### src/rtl/board_controller.sv
// Five-by-five N-in-a-row game controller: cursor and placement FSM, serial win scan
// over start cells, and board/cursor display registers that update once per frame.
module board_controller #(
  parameter int N_WIN = 4
) (
  input  logic        dclk,
  input  logic        clr,
  input  logic        btn_up,
  input  logic        btn_down,
  input  logic        btn_left,
  input  logic        btn_right,
  input  logic        btn_sel,
  input  logic        btn_new,
  input  logic        vsync,
  output logic [74:0] board_flat,
  output logic [2:0]  cursor_row,
  output logic [2:0]  cursor_col,
  output logic [1:0]  cur_player,
  output logic [1:0]  winner,
  output logic        busy
);

  typedef enum logic [1:0] {PLAY, CHECK, OVER} state_t;
  typedef logic [1:0] board_t [25];

  state_t      r_state, w_next;
  board_t      r_board;
  logic [2:0]  r_row, r_col;
  logic [2:0]  r_scan_row, r_scan_col;
  logic [1:0]  r_player, r_winner;
  logic        r_vsync_prev;
  logic [74:0] r_disp_board;
  logic [2:0]  r_disp_row, r_disp_col;

  logic [4:0]  w_cur_idx;
  logic [74:0] w_board_pack;
  logic        w_cell_empty, w_full, w_hit, w_scan_last;
  logic        w_place, w_move_en, w_vs_fall;

  // True when N_WIN cells from (row,col) stepping (dr,dc) stay on the grid and all hold p.
  function automatic logic run_from(input board_t b, input logic [1:0] p,
                                    input logic [2:0] row, input logic [2:0] col,
                                    input int dr, input int dc);
    int   rr, cc;
    logic ok;
    ok = 1'b1;
    for (int k = 0; k < N_WIN; k++) begin
      rr = int'(row) + k * dr;
      cc = int'(col) + k * dc;
      if (rr < 0 || rr > 4 || cc < 0 || cc > 4) ok = 1'b0;
      else if (b[5'(rr * 5 + cc)] != p)          ok = 1'b0;
    end
    return ok;
  endfunction

  assign w_cur_idx    = {2'b00, r_row} * 5'd5 + {2'b00, r_col};
  assign w_cell_empty = (r_board[w_cur_idx] == 2'd0);
  assign w_scan_last  = (r_scan_row == 3'd4) && (r_scan_col == 3'd4);
  assign w_vs_fall    = r_vsync_prev & ~vsync;
  assign w_hit        = run_from(r_board, r_player, r_scan_row, r_scan_col, 0, 1)
                      | run_from(r_board, r_player, r_scan_row, r_scan_col, 1, 0)
                      | run_from(r_board, r_player, r_scan_row, r_scan_col, 1, 1)
                      | run_from(r_board, r_player, r_scan_row, r_scan_col, 1, -1);

  always_comb begin
    w_full = 1'b1;
    for (int i = 0; i < 25; i++)
      if (r_board[i] == 2'd0) w_full = 1'b0;
  end

  for (genvar g = 0; g < 25; g++) begin : g_pack
    assign w_board_pack[g*3 +: 3] = {1'b0, r_board[g]};
  end

  // NOTE: sequential state uses non-blocking assignments so every register samples pre-edge values.
  always_ff @(posedge dclk or posedge clr) begin
    if (clr) r_state <= PLAY;
    else     r_state <= w_next;
  end

  always_comb begin
    // NOTE: default assignment first so no path leaves w_next unassigned and infers a latch.
    w_next = r_state;
    if (btn_new) w_next = PLAY;
    else begin
      case (r_state)
        PLAY:    if (btn_sel && w_cell_empty) w_next = CHECK;
        CHECK:   if (w_hit)            w_next = OVER;
                 else if (w_scan_last) w_next = w_full ? OVER : PLAY;
        OVER:    w_next = OVER;
        default: w_next = PLAY;
      endcase
    end
  end

  always_comb begin
    busy      = (r_state == CHECK);
    w_place   = (r_state == PLAY) && !btn_new && btn_sel && w_cell_empty;
    w_move_en = (r_state == PLAY) && !btn_new && !btn_sel;
  end

  always_ff @(posedge dclk or posedge clr) begin
    if (clr) begin
      // NOTE: the board array is reset explicitly because placement legality depends on empty cells.
      for (int i = 0; i < 25; i++) r_board[i] <= 2'd0;
      r_row      <= 3'd2;
      r_col      <= 3'd2;
      r_player   <= 2'd1;
      r_winner   <= 2'd0;
      r_scan_row <= 3'd0;
      r_scan_col <= 3'd0;
    end else if (btn_new) begin
      for (int i = 0; i < 25; i++) r_board[i] <= 2'd0;
      r_row      <= 3'd2;
      r_col      <= 3'd2;
      r_player   <= 2'd1;
      r_winner   <= 2'd0;
      r_scan_row <= 3'd0;
      r_scan_col <= 3'd0;
    end else begin
      if (w_place) begin
        r_board[w_cur_idx] <= r_player;
        r_scan_row         <= 3'd0;
        r_scan_col         <= 3'd0;
      end else if (w_move_en) begin
        if (btn_up)         begin if (r_row != 3'd0) r_row <= r_row - 3'd1; end
        else if (btn_down)  begin if (r_row != 3'd4) r_row <= r_row + 3'd1; end
        else if (btn_left)  begin if (r_col != 3'd0) r_col <= r_col - 3'd1; end
        else if (btn_right) begin if (r_col != 3'd4) r_col <= r_col + 3'd1; end
      end
      if (busy) begin
        if (w_hit) r_winner <= r_player;
        else if (w_scan_last) begin
          if (w_full) r_winner <= 2'd3;
          else        r_player <= (r_player == 2'd1) ? 2'd2 : 2'd1;
        end else if (r_scan_col == 3'd4) begin
          r_scan_col <= 3'd0;
          r_scan_row <= r_scan_row + 3'd1;
        end else begin
          r_scan_col <= r_scan_col + 3'd1;
        end
      end
    end
  end

  // Display copies are taken only on a vsync falling edge so a frame never shows a torn board.
  always_ff @(posedge dclk or posedge clr) begin
    if (clr) begin
      r_vsync_prev <= 1'b1;
      r_disp_board <= '0;
      r_disp_row   <= 3'd2;
      r_disp_col   <= 3'd2;
    end else begin
      r_vsync_prev <= vsync;
      if (w_vs_fall) begin
        r_disp_board <= w_board_pack;
        r_disp_row   <= r_row;
        r_disp_col   <= r_col;
      end
    end
  end

  assign board_flat = r_disp_board;
  assign cursor_row = r_disp_row;
  assign cursor_col = r_disp_col;
  assign cur_player = r_player;
  assign winner     = r_winner;

endmodule

### config.mk
export PLATFORM = sky130hd
export DESIGN_NAME = board_controller
export DESIGN_NICKNAME = d
export VERILOG_FILES = /design/src/rtl/board_controller.sv
export SDC_FILE = /design/constraint.sdc
export NUM_CORES = 1
export LEC_CHECK = 0
export CAP_MARGIN = 5
export CORE_UTILIZATION = 50
export CTS_BUF_LIST = sky130_fd_sc_hd__clkbuf_4 sky130_fd_sc_hd__clkbuf_8
export DETAILED_ROUTE_END_ITERATION = 8
export HOLD_SLACK_MARGIN = 0.02
export PLACE_DENSITY_LB_ADDON = 0.08
export SYNTH_ARGS = -nofsm -noshare
export SYNTH_HDL_FRONTEND = slang
export SYNTH_SLANG_ARGS = --single-unit
### constraint.sdc
create_clock -name dclk -period 4.91 [get_ports dclk]
set_input_delay 1.473 -clock dclk [delete_from_list [all_inputs] [get_ports dclk]]
set_output_delay 1.473 -clock dclk [all_outputs]
set_load 0.05 [all_outputs]
==> flow_summary.json <==
{
  "yosys-top-cells-count": "119 x dfrtp_1, 83 x nor2_1, 81 x ha_1, 74 x mux4_2, 72 x mux2_2",
  "cp.depth": 15,
  "p_leak_nw": 5.71,
  "synth.top_cells.by_area": "dfrtp_1 25%, mux4_2 14%, ha_1 8.7%",
  "clockBufferDepth": 2,
  "path_max_fanout": 10,
  "start_kind": "flip-flop",
  "drv_slew": 0,
  "ys_warn_count": 0,
  "skew_ns": 0.0126,
  "die_x_um": 155,
  "syn-cell-area_sq_um": 11700,
  "crit_top_cell": "ha_1",
  "drt-initial-drc-count": 909,
  "period_share": 0.953,
  "gr-usage-all-layers": 0.314,
  "netlist_instances": 1115,
  "outcome": "complete, no violations",
  "htreeDepth": 4,
  "routed_wirelength_um": 36400,
  "peakVddDrop_v": 0.000379,
  "ys_ff_latch": 125,
  "nets": 1336,
  "synth_edf_count": 0,
  "synth_top_flop_cell": "dfrtp_1",
  "fmax_mhz": 214,
  "gr-total-overflow": 0,
  "place_ws_ns": 0.0971,
  "hpwlAfterDp_um": 27600,
  "area_growth_pct": 15.8,
  "setup_ws_ns": 0.230,
  "clk_latency_ns": 0.45,
  "cts_buffers": 17,
  "power_density_nw_per_um2": 358,
  "cts-root-buf": "clkbuf_8",
  "grt_pass1_wl_um": 56400,
  "tightest_slew_ns": 0.849,
  "final-setup-viol-count": 0,
  "grt_antenna_before_repair": 0,
  "maxSlewHeadroom": 0.418,
  "drc": 0,
  "path_delay_family": "adder cells",
  "async_flop_share": 1.00,
  "cp_num_buf_inv": 1,
  "start_util": 0.513,
  "avgViaCountPerCell": 6.22,
  "max_stage_delay_ns": 0.63,
  "worstSetupPathType": "flip-flop to flip-flop",
  "io_buffer_count": 69,
  "min_path_type": "flip-flop to flip-flop",
  "rsz0062_at_grt": "no",
  "synthDistinctLibCells": 72,
  "r2r_cells": 15,
  "synth_top_area_frac": 0.255,
  "die_area_sq_um": 24000,
  "synth_most_common_cell": "dfrtp_1",
  "grt_max_degree": 63,
  "cp.arrival_ns": 5.07,
  "num-fill-cells": 1963,
  "post_cts_buffers": 0,
  "cts_tree": "built",
  "crit_chain": "inv_1 > ha_1 > ha_1 > ha_1 > ha_1 > o21ai_0 > and3_1 > or2_2 > and4b_1 > o22ai_1 > mux2i_1 > o22ai_1 > o21a_2 > or4_4 > a21o_1",
  "worstPathRequired_ns": 5.30,
  "diodes": 0,
  "gp_congestion": 0.952,
  "layout-drive-gt1-share": 0.232,
  "hold_violations": 0,
  "row_count": 55,
  "clock_sinks": 125,
  "critPathCaptureType": "flip-flop",
  "yosysSeqAreaShare": 0.268,
  "maxCapViolCount": 0,
  "via_count": 9678,
  "firstDrtPassIters": 8,
  "ant_nets": 0,
  "io_pins": 95,
  "fp.dieH_um": 155,
  "yosysTopAreaCell": "dfrtp_1",
  "post_drt_wl_per_cell_um": 23.4,
  "tns_ns": 0,
  "cp_slowest_cell": "dfrtp_1",
  "synth.avg_cell_area_sq_um": 10.5,
  "fin_crit_ns": 4.68,
  "core_sq_um": 22800,
  "grt_pass1_vias": 9501,
  "clk_pin_slew_worst_paths_ns": 0.08,
  "holdPathStages": 1
}
[stage by stage]
step | total power [mW] | cell area [sq um] | hold slack (ns) | cells | utilization
final | 4.85 | 13500 | 0.506 | 1556 | 0.594
after global routing | 5.08 | 13500 | 0.527 | 1556 | 0.594
after CTS | 4.82 | 13500 | 0.512 | 1556 | 0.592
after detailed placement | 3.87 | 13100 | 0.495 | 1524 | 0.574
after global placement | 3.84 | 13100 | 0.489 | 1524 | 0.574
after floorplan | 3.04 | 11800 | 0.513 | 1139 | -
[layout by cell type (no fill, tap or decap), types with 12 or more instances in the layout]
master and n:
dfrtp_1 119, nor2_1 83, ha_1 80, buf_4 76, mux4_2 74, mux2_2 72, clkdlybuf4s50_1 68, inv_1 66
mux2i_1 61, a21oi_1 56, nand2_1 55, nor3_1 35, o22ai_1 31, xnor2_1 29, o21ai_0 28, conb_1 25
a21o_1 20, clkbuf_8 17, xor2_1 16, fa_1 16, a211oi_1 13, o21a_1 12
[final cells by class]
cell class | count | area, sq um | area share
Timing Repair Buffer | 147 | 1300 | 0.0958
Inverter | 67 | 254 | 0.0188
Multi-Input combinational cell | 872 | 8050 | 0.595
Clock buffer | 17 | 234 | 0.0173
Clock inverter | 15 | 173 | 0.0128
Sequential cell | 125 | 3140 | 0.232
Tap cell | 313 | 392 | 0.0289
[sequential cells by signal (all words and copies together), names as in the netlist]
signal and count:
winner 2, r_col 3, r_vsync_prev 1, r_scan_row 3
cursor_col 3, r_scan_col 3, r_row 3, board_flat 50
r_state 2, cursor_row 3, cur_player 2, r_board 50
[timing repair]
action,CTS,global route
hold buffers,0,0
gates resized for setup,0,6
endpoints found under the setup margin,0,11
[kinds of logic after synthesis]
logic type	count (synthesis)	synth area share
mux	215	0.281
simple gates	256	0.105
xor+xnor	60	0.0515
flops	125	0.268
compound gates	219	0.122
fa+ha+maj	97	0.114
buf+inv	142	0.0573
other cells	1	0.000321
[metal layers]
| metal | GRT usage | wire [um] | up-vias |
|---|---|---|---|
| met5 | 0 | 0 | - |
| met1 | 0.422 | 15200 | 4750 |
| met2 | 0.489 | 16700 | 471 |
| li1 | - | - | 4343 |
| met4 | 0.149 | 1610 | 0 |
| met3 | 0.0618 | 2930 | 114 |
[path summary, 6_finish.rpt]
| check | start | end | slack [ns] |
|---|---|---|---|
| min in group asynchronous | clr | board_flat[60]$_DFFE_PP0P_ | 1.33 |
| setup reg to reg | r_scan_row[2]$_DFF_PP0_ | cur_player[0]$_DFFE_PP1P_ | 0.23 |
| setup / recovery | r_scan_row[2]$_DFF_PP0_ | cur_player[0]$_DFFE_PP1P_ | 0.23 |
| max in group asynchronous | clr | board_flat[57]$_DFFE_PP0P_ | 2.84 |
| hold reg to reg | board_flat[54]$_DFFE_PP0P_ | board_flat[54]$_DFFE_PP0P_ | 0.51 |
| hold / removal | board_flat[54]$_DFFE_PP0P_ | board_flat[54]$_DFFE_PP0P_ | 0.51 |
[where the power goes]
group,internal (mW),switching [mW],leakage (nW)
logic,0.994,1.66,3.79
registers,1.13,0.113,1.71
clock network,0.468,0.478,0.203
total,2.59,2.25,5.71
Power figures use the tool's default switching activity.
